## src/rtl/gol_pkg.sv

```systemverilog
// Shared types and helpers for the Game-of-Life run controller.
// Holds the datapath select encoding, the FSM state and halt-reason
// enumerations, the grid width, and the state-to-output decode helpers.
package gol_pkg;

    localparam int GRID_W = 64;

    // Source select driven onto the datapath `a` input.
    typedef enum logic [1:0] {
        SEL_LOAD   = 2'b00,   // user Grid into the register
        SEL_EVOLVE = 2'b01,   // next generation into the register
        SEL_HOLD   = 2'b10,   // register keeps its value
        SEL_RANDOM = 2'b11    // LFSR into the register
    } sel_t;

    typedef enum logic [2:0] {
        IDLE   = 3'd0,
        SEED   = 3'd1,
        RUN    = 3'd2,
        EVOLVE = 3'd3,
        CHECK  = 3'd4,
        PAUSED = 3'd5,
        HALT   = 3'd6
    } state_t;

    typedef enum logic [1:0] {
        NONE    = 2'b00,
        EXTINCT = 2'b01,
        STABLE  = 2'b10,
        LIMIT   = 2'b11
    } reason_t;

    // Datapath select for a given state; in SEED the source follows the
    // seed_random value captured together with start.
    function automatic sel_t sel_for(input state_t s, input logic rnd);
        sel_t r;
        case (s)
            IDLE:    r = SEL_LOAD;
            SEED: begin
                if (rnd) begin
                    r = SEL_RANDOM;
                end else begin
                    r = SEL_LOAD;
                end
            end
            RUN:     r = SEL_HOLD;
            EVOLVE:  r = SEL_EVOLVE;
            CHECK:   r = SEL_HOLD;
            PAUSED:  r = SEL_HOLD;
            HALT:    r = SEL_HOLD;
            default: r = SEL_LOAD;
        endcase
        return r;
    endfunction

    // busy covers every state where the controller is actively sequencing.
    function automatic logic is_busy(input state_t s);
        logic r;
        case (s)
            SEED, RUN, EVOLVE, CHECK: r = 1'b1;
            default:                  r = 1'b0;
        endcase
        return r;
    endfunction

endpackage

```

## src/rtl/gol_tick_div.sv

```systemverilog
// Pacing counter for the RUN state: counts enabled cycles and raises a
// one-cycle tick on the TICK_DIV-th one, then wraps to zero. clr forces
// the count back to zero so every RUN stretch starts with a full wait.
// The tick is decoded from the count so the FSM can leave RUN on the
// exact cycle the wait expires.
module gol_tick_div
    import gol_pkg::*;
#(
    parameter int TICK_DIV = 4
) (
    input  logic clk,
    input  logic reset,
    input  logic clr,
    input  logic en,
    output logic tick
);

    localparam int CNT_W = (TICK_DIV > 1) ? $clog2(TICK_DIV) : 1;
    localparam logic [CNT_W-1:0] CNT_LAST = CNT_W'(TICK_DIV - 1);
    localparam logic [CNT_W-1:0] CNT_ONE  = CNT_W'(1);
    localparam logic [CNT_W-1:0] CNT_ZERO = {CNT_W{1'b0}};

    logic [CNT_W-1:0] cnt_q;
    logic [CNT_W-1:0] cnt_d;

    // Next count: clear wins, otherwise advance and wrap while enabled.
    always_comb begin
        cnt_d = cnt_q;
        if (clr) begin
            cnt_d = CNT_ZERO;
        end else if (en) begin
            if (cnt_q == CNT_LAST) begin
                cnt_d = CNT_ZERO;
            end else begin
                cnt_d = cnt_q + CNT_ONE;
            end
        end else begin
            cnt_d = cnt_q;
        end
    end

    // Count register with synchronous reset.
    always_ff @(posedge clk) begin
        if (reset) begin
            cnt_q <= CNT_ZERO;
        end else begin
            cnt_q <= cnt_d;
        end
    end

    assign tick = en && !clr && (cnt_q == CNT_LAST);

endmodule

```

## src/rtl/gol_run_ctrl.sv

```systemverilog
// Run-control FSM for the 8x8 Game-of-Life datapath. Sequences seeding,
// paced evolution, pause/step/stop, and halts on extinction, still life
// or a generation limit. All outputs are registered and decoded from the
// next state so they line up with the state they describe.
// Optional build macro GOL_OSC2_DETECT_EN: keeps the grid from two
// generations back so period-2 oscillators also halt as STABLE.
module gol_run_ctrl
    import gol_pkg::*;
#(
    parameter int GEN_W    = 16,
    parameter int TICK_DIV = 4
) (
    input  logic              clk,
    input  logic              reset,
    input  logic              start,
    input  logic              stop,
    input  logic              step,
    input  logic              seed_random,
    input  logic [GEN_W-1:0]  gen_limit,
    input  logic [GRID_W-1:0] grid_state,
    output logic [1:0]        sel,
    output logic              busy,
    output logic              done,
    output logic [1:0]        reason,
    output logic [GEN_W-1:0]  gen_count
);

    localparam logic [GEN_W-1:0]  GEN_ZERO  = {GEN_W{1'b0}};
    localparam logic [GEN_W-1:0]  GEN_ONE   = GEN_W'(1);
    localparam logic [GEN_W-1:0]  GEN_MAX   = {GEN_W{1'b1}};
    localparam logic [GRID_W-1:0] GRID_ZERO = {GRID_W{1'b0}};

    state_t            state_q,     state_d;
    sel_t              sel_q,       sel_d;
    logic              busy_q,      busy_d;
    logic              done_q,      done_d;
    reason_t           reason_q,    reason_d;
    logic [GEN_W-1:0]  gen_count_q, gen_count_d;
    logic [GRID_W-1:0] prev_grid_q, prev_grid_d;
    logic              from_step_q, from_step_d;
`ifdef GOL_OSC2_DETECT_EN
    logic [GRID_W-1:0] prev2_grid_q, prev2_grid_d;
`endif

    logic tick;
    logic stable_s;
    logic limit_hit_s;

    // Pacing counter only runs in RUN and is held clear everywhere else,
    // so each entry into RUN waits a full TICK_DIV cycles.
    gol_tick_div #(
        .TICK_DIV (TICK_DIV)
    ) u_tick_div (
        .clk   (clk),
        .reset (reset),
        .clr   (state_q != RUN),
        .en    (state_q == RUN),
        .tick  (tick)
    );

    // Halt conditions evaluated in CHECK against the freshly evolved grid.
    always_comb begin
`ifdef GOL_OSC2_DETECT_EN
        stable_s = (grid_state == prev_grid_q) ||
                   ((grid_state == prev2_grid_q) && (gen_count_q >= GEN_W'(2)));
`else
        stable_s = (grid_state == prev_grid_q);
`endif
        limit_hit_s = (gen_limit != GEN_ZERO) && (gen_count_q == gen_limit);
    end

    // Next-state, bookkeeping and registered-output decode.
    always_comb begin
        state_d     = state_q;
        reason_d    = reason_q;
        gen_count_d = gen_count_q;
        prev_grid_d = prev_grid_q;
        from_step_d = from_step_q;
`ifdef GOL_OSC2_DETECT_EN
        prev2_grid_d = prev2_grid_q;
`endif
        case (state_q)
            IDLE: begin
                if (start) begin
                    state_d     = SEED;
                    gen_count_d = GEN_ZERO;
                    reason_d    = NONE;
                end else begin
                    state_d = IDLE;
                end
            end
            SEED: begin
                state_d = RUN;
            end
            RUN: begin
                // stop beats a tick landing in the same cycle
                if (stop) begin
                    state_d = PAUSED;
                end else if (tick) begin
                    state_d     = EVOLVE;
                    from_step_d = 1'b0;
                end else begin
                    state_d = RUN;
                end
            end
            EVOLVE: begin
                // grid_state still holds the pre-evolution generation here
                prev_grid_d = grid_state;
`ifdef GOL_OSC2_DETECT_EN
                prev2_grid_d = prev_grid_q;
`endif
                if (gen_count_q != GEN_MAX) begin
                    gen_count_d = gen_count_q + GEN_ONE;
                end else begin
                    gen_count_d = gen_count_q;
                end
                state_d = CHECK;
            end
            CHECK: begin
                if (grid_state == GRID_ZERO) begin
                    state_d  = HALT;
                    reason_d = EXTINCT;
                end else if (stable_s) begin
                    state_d  = HALT;
                    reason_d = STABLE;
                end else if (limit_hit_s) begin
                    state_d  = HALT;
                    reason_d = LIMIT;
                end else if (from_step_q) begin
                    state_d = PAUSED;
                end else begin
                    state_d = RUN;
                end
            end
            PAUSED: begin
                if (stop) begin
                    state_d = IDLE;
                end else if (start) begin
                    state_d = RUN;
                end else if (step) begin
                    state_d     = EVOLVE;
                    from_step_d = 1'b1;
                end else begin
                    state_d = PAUSED;
                end
            end
            HALT: begin
                if (start) begin
                    state_d     = SEED;
                    gen_count_d = GEN_ZERO;
                    reason_d    = NONE;
                end else begin
                    state_d = HALT;
                end
            end
            default: begin
                state_d = IDLE;
            end
        endcase

        sel_d  = sel_for(state_d, seed_random);
        busy_d = is_busy(state_d);
        done_d = (state_d == HALT);
    end

    // FSM state, bookkeeping and output registers with synchronous reset;
    // reset abandons any in-flight evolution.
    always_ff @(posedge clk) begin
        if (reset) begin
            state_q     <= IDLE;
            sel_q       <= SEL_LOAD;
            busy_q      <= 1'b0;
            done_q      <= 1'b0;
            reason_q    <= NONE;
            gen_count_q <= GEN_ZERO;
            prev_grid_q <= GRID_ZERO;
            from_step_q <= 1'b0;
`ifdef GOL_OSC2_DETECT_EN
            prev2_grid_q <= GRID_ZERO;
`endif
        end else begin
            state_q     <= state_d;
            sel_q       <= sel_d;
            busy_q      <= busy_d;
            done_q      <= done_d;
            reason_q    <= reason_d;
            gen_count_q <= gen_count_d;
            prev_grid_q <= prev_grid_d;
            from_step_q <= from_step_d;
`ifdef GOL_OSC2_DETECT_EN
            prev2_grid_q <= prev2_grid_d;
`endif
        end
    end

    assign sel       = sel_q;
    assign busy      = busy_q;
    assign done      = done_q;
    assign reason    = reason_q;
    assign gen_count = gen_count_q;

endmodule

```

## config.mk

```make
export PLATFORM = sky130hd
export DESIGN_NAME = gol_run_ctrl
export DESIGN_NICKNAME = d
export VERILOG_FILES = /design/src/rtl/gol_pkg.sv /design/src/rtl/gol_tick_div.sv /design/src/rtl/gol_run_ctrl.sv
export SDC_FILE = /design/constraint.sdc
export NUM_CORES = 1
export LEC_CHECK = 0
export CAP_MARGIN = 20
export CORE_UTILIZATION = 30
export CTS_CLUSTER_SIZE = 8
export DETAILED_ROUTE_END_ITERATION = 8
export GPL_TIMING_DRIVEN = 0
export SYNTH_ARGS = -nofsm -noshare
export SYNTH_HDL_FRONTEND = slang
export SYNTH_SLANG_ARGS = --single-unit
export TNS_END_PERCENT = 5
```

## constraint.sdc

```tcl
create_clock -name clk -period 4.36 [get_ports clk]
set_clock_uncertainty 0.15 [all_clocks]
set_input_delay 0.872 -clock clk [delete_from_list [all_inputs] [get_ports clk]]
set_output_delay 0.872 -clock clk [all_outputs]
set_load 0.005 [all_outputs]
```

==> results of run 1 <==
## cell type report
type,count,area (µm²)
Inverter,10,37.5
Timing Repair Buffer,106,1060
Clock inverter,6,53.8
Sequential cell,92,1840
Fill cell,1501,8950
Multi-Input combinational cell,450,2670
Tap cell,188,235
Clock buffer,10,239
Buffer,28,114
## registers in the layout (all words and copies together), names as in the netlist
signal	cells
u_tick_div.cnt_q	2
reason	2
state_q	3
sel	2
busy	1
from_step_q	1
done	1
prev_grid_q	64
gen_count	16
## metrics by stage
step / power (W) / setup WS (ns) / cell area, µm² / utilization / cells
finish: 0.00193 / 1.02 / 6250 / 0.411 / 890
global route: 0.00201 / 0.938 / 6250 / 0.411 / 890
CTS: 0.00195 / 1.10 / 6250 / 0.411 / 890
detailed placement: 0.00118 / 0.726 / 5960 / 0.392 / 874
global placement: 0.00118 / 0.726 / 5960 / 0.392 / 874
floorplan: 0.00102 / 1.73 / 4670 / - / 580
## layer usage
layer / up-vias / global-route usage / routed length [µm]
li1: 2213 / - / -
met5: - / 0 / 0
met2: 112 / 0.292 / 6490
met4: 0 / 0.0721 / 245
met3: 17 / 0.0325 / 611
met1: 2066 / 0.228 / 6490
## cells by family (layout without fill, tap and decap cells)
group / count (synthesis) / after routing / share of synthesized area
AND/OR/NAND/NOR: 259 / 259 / 0.272
AO/OA/AOI/OAI: 95 / 95 / 0.119
XOR/XNOR: 92 / 92 / 0.173
flip-flops: 92 / 92 / 0.395
buffers and inverters: 38 / 160 / 0.0324
adder cells (fa/ha/maj): 2 / 2 / 0.00536
multiplexers: 2 / 2 / 0.00429
## worst max-delay path, delay by kind of cell
kind | cells | cell delay [ns]
buffers and inverters | 2 | 0.61
and+or+nand+nor | 4 | 1.41
AOI/OAI and AO/OA | 3 | 0.56
## cells in the final DEF, fill, tap and decap left out, drive strengths merged, types with 3 or more instances in the layout
cell and instances:
buf 3, clkdlybuf4s50 106, o2111ai 3, and2 4
nand2b 5, or3 4, nor4 31, a211oi 3
xor2 12, nor3 6, a21oi 70, xnor2 80
o21ai 8, nor2b 4, inv 13, nand3 4
nand2 138, nand4 27, nor2 29, dfxtp 92
clkbuf 35
## power by group through the flow
stage                     sequential (W)  clock [W]  combinational, W
after floorplan                 0.000892          0          0.000130
after global placement          0.000893          0          0.000284
after detailed placement        0.000894          0          0.000288
after CTS                       0.000875   0.000786          0.000289
after global routing            0.000877   0.000821          0.000312
final                           0.000875   0.000768          0.000289
## path summary, 6_finish.rpt
path                                 endpoint  slack [ns]  cells after the start
max reg2reg            reason[0]$_SDFFE_PP0P_        1.89                      8
max                    reason[0]$_SDFFE_PP0P_        1.02                      9
min          u_tick_div.cnt_q[0]$_SDFFE_PP0P_        0.28                      1
min reg2reg  u_tick_div.cnt_q[0]$_SDFFE_PP0P_        0.28                      1
==> reports/metrics.cfg, run 1 <==
[run_status]
status=complete, no violations

[sta]
tns_ns=0
finalSetupViolCount=0
whs_ns=0.278
slew_headroom=0.581
timing.fmax_mhz=299
worstMarginPinSlew_ns=0.629
hold_viol=0
rsz0062_at_grt=false
finalMaxSlewViolations=0
period_share=0.766
period_minus_slack_ns=3.34

[logic_synthesis]
netlist_instances=580
ys_seq_area_frac=0.395
ys_ff_latch=92
synth_nets=668
synth_commonest_cells=nand2_1 (138), dfxtp_1 (92), xnor2_1 (80), a21oi_1 (70), nor2_1 (29)
syn_area_um2=4670
synth_edf_count=0
yosysTopAreaCellShare=0.395
synth_cell_type_count=46
synth_most_common_cell=nand2_1
synth.largest_area_cell=dfxtp_1
async_flop_share=0
yosysWarnings=0
avgSynthCellArea_um2=8.04
synthFlopType=dfxtp_1
yosys-top-cells-area=dfxtp_1 (39%), xnor2_1 (15%), nand2_1 (11%), a21oi_1 (7.5%), nand4_1 (3.6%)

[floorplan]
initial_core_util=0.307
chipHeight_um=127
rows=45
core_um2=15200
die_area_um2=16100
die_x_um=127
ios=108

[setup_path]
crit_slowest_cell=clkdlybuf4s50_1
r2r_start=prev_grid_q[9]$_SDFFE_PP0P_
required_ns=4.47
cp_slowest_stage_delay_ns=0.49
cp.arrival_ns=3.45
cp-startpoint=grid_state[20]
cp_cell_sequence=clkdlybuf4s50_1 > nor4_1 > nand4_1 > nor4_4 > a41oi_2 > and2_4 > buf_6 > o21a_1 > o41ai_2
crit_path_start_kind=input pin
end_kind=flop
worstSetupPathType=input pin to flop
crit_fanout=6

[detailed_routing]
wire_per_inst_um=15.5
firstDrtPassIters=6
ant_nets=0
dr_total_vias=4408
dr.first_iter.drc_count=236
vias_per_cell=4.95
routed_wl_um=13800
drc=0

[run]
drv_cap=0

[cts]
numCtsBuffers=9
cts_hold_buf=0
postCtsSetupRepairBufs=0
clk_pin_slew_ns=0.07
ctsResizeCount=0
clk_latency_ns=0.35
clock_sinks=92
cts_tree=done
cts_htree_levels=3
clock_path_buffers=2
root_buffer=clkbuf_16

[power]
p_sw_frac=0.267
peakVddDrop_uv=203
seq_power_share=0.453
powerDensity_nw_per_um2=309
p_leak_nw=1.90
comb_power_share=0.150
clkPwrFrac=0.398
p_int_w=0.00142
p_sw_w=0.000516

[worst_hold_path]
hp-start=u_tick_div.cnt_q[0]$_SDFFE_PP0P_
hold_path.class=flop to flop

[cells_and_area]
antenna_cells=0
drive_above_1_share=0.0442
nNetsFinal=785
syn2layout_area_growth_pct=34.1

[place]
gp_congestion=0.874
io_buffers=106
hpwl_um=10900

[global_route]
overflow=0
grt_pass1_wl_um=21700
grt_util_all_layers=0.177
grt_start_max_net_pins=18
antenna_found_initial=0
grt_pass1_vias=4214

Note: power is estimated with default switching activity, not from simulation.
==> run 2, diff against run 1 <==
==> constraint.sdc (replaced) <==
create_clock -name clk -period 2.77 [get_ports clk]
set_clock_uncertainty 0.15 [all_clocks]
set_input_delay 0.554 -clock clk [delete_from_list [all_inputs] [get_ports clk]]
set_output_delay 0.554 -clock clk [all_outputs]
set_load 0.005 [all_outputs]
==> run 2 against run 1 <==
Via count up 1.3%. Critical path depth up 1. Sequential power up 58%. Total power up 58%. Final cell count up 0.34%. Design area up 4.0%. Global-route usage up 0.054 points. Hold slack unchanged. Core utilization up 1.7 points. Flip-flop and latch count unchanged. First-iteration DRC count up 16%.
==> reports/metrics.cfg, run 2 (synthesis gave the netlist of run 1 again) <==
[run_status]
status=complete, no violations

[global_route]
antenna_found_initial=0  ; unchanged
grt_pass1_vias=4222  ; +0.19%
grt_pass1_wl_um=21800  ; +0.41%
overflow=0  ; unchanged
grt_start_max_net_pins=18  ; unchanged
grt_util_all_layers=0.178  ; +0.000544

[setup_path]
cp_slowest_stage_delay_ns=0.47  ; -0.02 ns
worstSetupPathType=input pin to flop
cp_cell_sequence=clkdlybuf4s50_1 > nor4_2 > nand4_1 > nor4_4 > buf_4 > a41oi_2 > and2_4 > buf_6 > o21a_1 > o41ai_2
crit_buf_inv=3  ; +1
end_kind=flop
cp.arrival_ns=2.80  ; -0.65 ns
crit_fanout=6  ; unchanged
crit_path_start_kind=input pin
crit_cells=10  ; +1
crit_family=simple AND/OR/NAND/NOR gates
crit_slowest_cell=clkdlybuf4s50_1
r2r_cells=8  ; unchanged
required_ns=2.88  ; -1.59 ns

[cells_and_area]
final_cell_mix=nand2_1 (138), dfxtp_1 (92), xnor2_1 (75)
nNetsFinal=788  ; +0.38%
finish.instance_area_um2=6510  ; +4.0%
fillCellCount=1484  ; -1.1%
largest-register=prev_grid_q
syn2layout_area_growth_pct=39.4
antenna_cells=0  ; unchanged
multiInputGateArea_um2=2810  ; +5.1%
drive_above_1_share=0.0738  ; +0.0296
layout_commonest_cell=nand2_1
seqCellArea_um2=1840  ; unchanged
fin_util=0.428  ; +0.0165
largest_register_ffs=64  ; unchanged

[floorplan]
die_x_um=127  ; unchanged
core_um2=15200  ; unchanged
ios=108  ; unchanged
die_area_um2=16100  ; unchanged
initial_core_util=0.307  ; unchanged
chipHeight_um=127  ; unchanged
rows=45  ; unchanged

[sta]
finalMaxSlewViolations=0  ; unchanged
tns_ns=0  ; unchanged
rsz0062_at_grt=false
hold_viol=0  ; unchanged
worstMarginPinSlew_ns=0.643  ; +0.0140 ns
slew_headroom=0.571  ; -0.00932
worst_slack_ns=0.0839  ; -0.937 ns
finalSetupViolCount=0  ; unchanged
period_minus_slack_ns=2.69
period_share=0.970
timing.fmax_mhz=372

[power]
p_sw_frac=0.270  ; +0.00305
peakVddDrop_uv=318  ; +57%
p_leak_nw=2.31  ; +22%
p_int_w=0.00223  ; +57%
seq_power_share=0.452  ; about the same
powerDensity_nw_per_um2=469  ; +52%
p_sw_w=0.000823  ; +60%
comb_power_share=0.151  ; about the same
clkPwrFrac=0.397  ; about the same

[cts]
clk_pin_slew_ns=0.07  ; about the same
numCtsBuffers=9  ; unchanged
cts_hold_buf=0  ; unchanged
clock_sinks=92  ; unchanged
clk_latency_ns=0.36  ; about the same
cts_tree=done
clock_path_buffers=2  ; unchanged
root_buffer=clkbuf_16
cts_htree_levels=3  ; unchanged

[place]
place_ws_ns=-0.546  ; -1.27 ns
placed_cell_area_um2=5960  ; unchanged
io_buffers=106  ; unchanged
hpwl_um=10900  ; unchanged
gp_congestion=0.874  ; unchanged

[detailed_routing]
vias_per_cell=5.00  ; +0.98%
dr.first_iter.drc_count=274  ; +16%
wire_per_inst_um=15.5  ; about the same
drc=0  ; unchanged
ant_nets=0  ; unchanged
firstDrtPassIters=5  ; -1
routed_wl_um=13900  ; +0.30%
dr_total_vias=4466  ; +1.3%

[worst_hold_path]
hold_path.class=flop to flop
whs_path_depth=1  ; unchanged

[run]
drv_cap=0  ; unchanged

==> run 2: final timing paths <==
path / start / end / slack, ns
hold reg to reg: u_tick_div.cnt_q[0]$_SDFFE_PP0P_ / u_tick_div.cnt_q[0]$_SDFFE_PP0P_ / 0.28
hold / removal: u_tick_div.cnt_q[0]$_SDFFE_PP0P_ / u_tick_div.cnt_q[0]$_SDFFE_PP0P_ / 0.28
setup reg to reg: prev_grid_q[45]$_SDFFE_PP0P_ / reason[0]$_SDFFE_PP0P_ / 0.46
setup / recovery: grid_state[31] / reason[0]$_SDFFE_PP0P_ / 0.08
==> run 2: per-stage QoR <==
stage	hold slack [ns]	std cells	total power, W
5_1_grt	0.291	893	0.00317
4_1_cts	0.282	892	0.00307
2_1_floorplan	0.255	580	0.00161
6_report	0.278	893	0.00305
3_3_place_gp	0.266	874	0.00185
3_5_place_dp	0.274	874	0.00186
==> run 2: power by group through the flow <==
stage | clock [W] | sequential [W] | combinational [W]
finish | 0.00121 | 0.00138 | 0.000462
CTS | 0.00124 | 0.00138 | 0.000458
detailed placement | 0 | 0.00141 | 0.000453
global route | 0.00129 | 0.00138 | 0.000498
floorplan | 0 | 0.00140 | 0.000205
global placement | 0 | 0.00141 | 0.000447
==> run 2: final cells by class <==
class	instances	area share
Multi-Input combinational cell	450	0.432
Sequential cell	92	0.283
Timing Repair Buffer	109	0.181
Clock buffer	10	0.0367
Tap cell	188	0.0362
Buffer	28	0.0175
Clock inverter	6	0.00827
Inverter	10	0.00577
==> run 2: routing by layer <==
metal  GRT usage  vias up  routed length (µm)
met5           0        -                   0
met4      0.0721        0                 259
met3      0.0325       20                 610
met2       0.292      126                6480
met1       0.230     2095                6520
li1            -     2225                   -
==> run 2: what timing repair did <==
action                                  CTS  global route
setup buffers                             2             1
resized for setup                        10            53
endpoints found under the setup margin    4             5
pin swaps                                 7            17
==> run 3, diff against run 2 <==
--- a/config.mk
+++ b/config.mk
@@ -10,6 +10,7 @@
 export CTS_CLUSTER_SIZE = 8
 export DETAILED_ROUTE_END_ITERATION = 8
 export GPL_TIMING_DRIVEN = 0
+export RECOVER_POWER = 100
 export SYNTH_ARGS = -nofsm -noshare
 export SYNTH_HDL_FRONTEND = slang
 export SYNTH_SLANG_ARGS = --single-unit
==> run 3 against run 2 <==
Hold slack is essentially flat. Die area unchanged. Sequential power about the same. Flip-flop and latch count unchanged. Via count is 0.29% lower. Setup slack better by 0.0087 ns. Largest cell class unchanged. Largest power group unchanged.
==> reports/metrics.cfg, run 3 (synthesis gave the netlist of run 1 again) <==
[setup_path]
crit_fanout=6  ; unchanged
r2r_cells=7  ; -1
cp.arrival_ns=2.79  ; about the same
crit_slowest_cell=clkdlybuf4s50_1
crit_path_start_kind=input pin
crit_family=simple AND/OR/NAND/NOR gates
crit_buf_inv=3  ; unchanged
reg2reg_to=gen_count[15]$_SDFFE_PP0P_
worstSetupPathType=input pin to flop
cp_cell_sequence=clkdlybuf4s50_1 > nor4_2 > nand4_1 > nor4_4 > buf_4 > a41oi_2 > and2_4 > buf_6 > o21a_1 > o41ai_2
reg2reg_setup_slack_ns=0.28  ; -0.18 ns
required_ns=2.89  ; about the same
r2r_start=state_q[2]$_SDFF_PP0_
cp_slowest_stage_delay_ns=0.47  ; about the same
end_kind=flop

[cells_and_area]
antenna_cells=0  ; unchanged
largest-register=prev_grid_q
largest_register_ffs=64  ; unchanged
nNetsFinal=788  ; unchanged
layout_commonest_cell=nand2_1
fillCellCount=1487  ; +0.20%
syn2layout_area_growth_pct=39.2
drive_above_1_share=0.0709  ; -0.00284
fin_cells=893  ; unchanged
final_cell_mix=nand2_1 (138), dfxtp_1 (92), xnor2_1 (75)

[cts]
cts_htree_levels=3  ; unchanged
clk_latency_ns=0.36  ; about the same
numCtsBuffers=9  ; unchanged
clock_sinks=92  ; unchanged
clock_path_buffers=2  ; unchanged
root_buffer=clkbuf_16
clk_pin_slew_ns=0.07  ; about the same
cts_tree=done

[place]
place_ws_ns=-0.546  ; unchanged
gp_congestion=0.874  ; unchanged
hpwl_um=10900  ; unchanged
io_buffers=106  ; unchanged
dpl.cell_count=874  ; unchanged

[sta]
period_minus_slack_ns=2.68  ; -0.00867 ns
worst_slack_ns=0.0925  ; +0.00867 ns
worstMarginPinSlew_ns=0.638  ; -0.00534 ns
period_share=0.967  ; -0.00313
finalMaxSlewViolations=0  ; unchanged
slew_headroom=0.575  ; +0.00356
rsz0062_at_grt=false
hold_viol=0  ; unchanged
whs_ns=0.278  ; +0.0000750 ns
timing.fmax_mhz=373  ; +0.32%
finalSetupViolCount=0  ; unchanged

[global_route]
grt_start_max_net_pins=18  ; unchanged
grt_util_all_layers=0.178  ; unchanged
antenna_found_initial=0  ; unchanged
grt_pass1_wl_um=21800  ; unchanged
overflow=0  ; unchanged
grt_pass1_vias=4222  ; unchanged

[detailed_routing]
dr.first_iter.drc_count=220  ; -20%
wire_per_inst_um=15.6  ; +0.28%
ant_nets=0  ; unchanged
vias_per_cell=4.99  ; -0.29%
dr_total_vias=4453  ; -0.29%
firstDrtPassIters=5  ; unchanged
routed_wl_um=13900  ; +0.28%
drc=0  ; unchanged

[power]
p_total_w=0.00305  ; about the same
powerDensity_nw_per_um2=469  ; about the same
p_leak_nw=2.38  ; +3.0%
peakVddDrop_uv=318  ; about the same

[floorplan]
initial_core_util=0.307  ; unchanged
rows=45  ; unchanged
chipHeight_um=127  ; unchanged
die_x_um=127  ; unchanged
die_area_um2=16100  ; unchanged
core_um2=15200  ; unchanged
ios=108  ; unchanged

[worst_hold_path]
hold_path.class=flop to flop
hp-start=u_tick_div.cnt_q[0]$_SDFFE_PP0P_
whs_path_depth=1  ; unchanged
min_to=u_tick_div.cnt_q[0]$_SDFFE_PP0P_

[run_status]
status=complete, no violations

[run]
drv_cap=0  ; unchanged

run 3: metrics by stage:
| stage | setup TNS (ns) | cell area [µm²] | utilization |
|---|---|---|---|
| CTS | 0 | 6300 | 0.415 |
| global route | 0 | 6490 | 0.427 |
| floorplan | 0 | 4670 | - |
| finish | 0 | 6490 | 0.427 |
| detailed placement | -2.83 | 5960 | 0.392 |
| global placement | -2.88 | 5960 | 0.392 |
run 3: per-layer routing:
metal,vias up,GRT usage,wire length (µm)
met5,-,0,0
met4,0,0.0721,284
met3,21,0.0325,590
met2,112,0.292,6470
met1,2101,0.230,6570
li1,2219,-,-
run 3: layout make-up:
cell class / count / area, µm² / area share
Multi-Input combinational cell: 450 / 2800 / 0.431
Timing Repair Buffer: 109 / 1180 / 0.181
Tap cell: 188 / 235 / 0.0362
Inverter: 10 / 37.5 / 0.00578
Buffer: 28 / 114 / 0.0175
Clock inverter: 6 / 53.8 / 0.00828
Sequential cell: 92 / 1840 / 0.284
Clock buffer: 10 / 239 / 0.0368
run 3: power breakdown:
| part | total (W) | switching [W] | internal, W |
|---|---|---|---|
| clock | 0.00121 | 0.000564 | 0.000649 |
| combinational | 0.000457 | 0.000240 | 0.000217 |
| sequential | 0.00138 | 0.0000215 | 0.00136 |
run 3: what timing repair did:
action / CTS / global route
resized for setup: 10 / 53
pin swaps: 7 / 17
setup buffers: 2 / 1
hold buffers: 0 / 0
setup endpoints to repair: 4 / 5
run 3: worst max path at each step:
stage / slack [ns] / depth (start not counted) / to / from
finish: 0.09 / 10 / reason[0]$_SDFFE_PP0P_ / grid_state[31]
detailed placement: -0.55 / 9 / done$_SDFF_PP0_ / grid_state[21]
CTS: 0.002 / 10 / done$_SDFF_PP0_ / grid_state[33]
global placement: -0.55 / 9 / done$_SDFF_PP0_ / grid_state[20]
global route: 0.0005 / 10 / reason[0]$_SDFFE_PP0P_ / grid_state[31]
floorplan: 0.46 / 8 / reason[0]$_SDFFE_PP0P_ / grid_state[1]
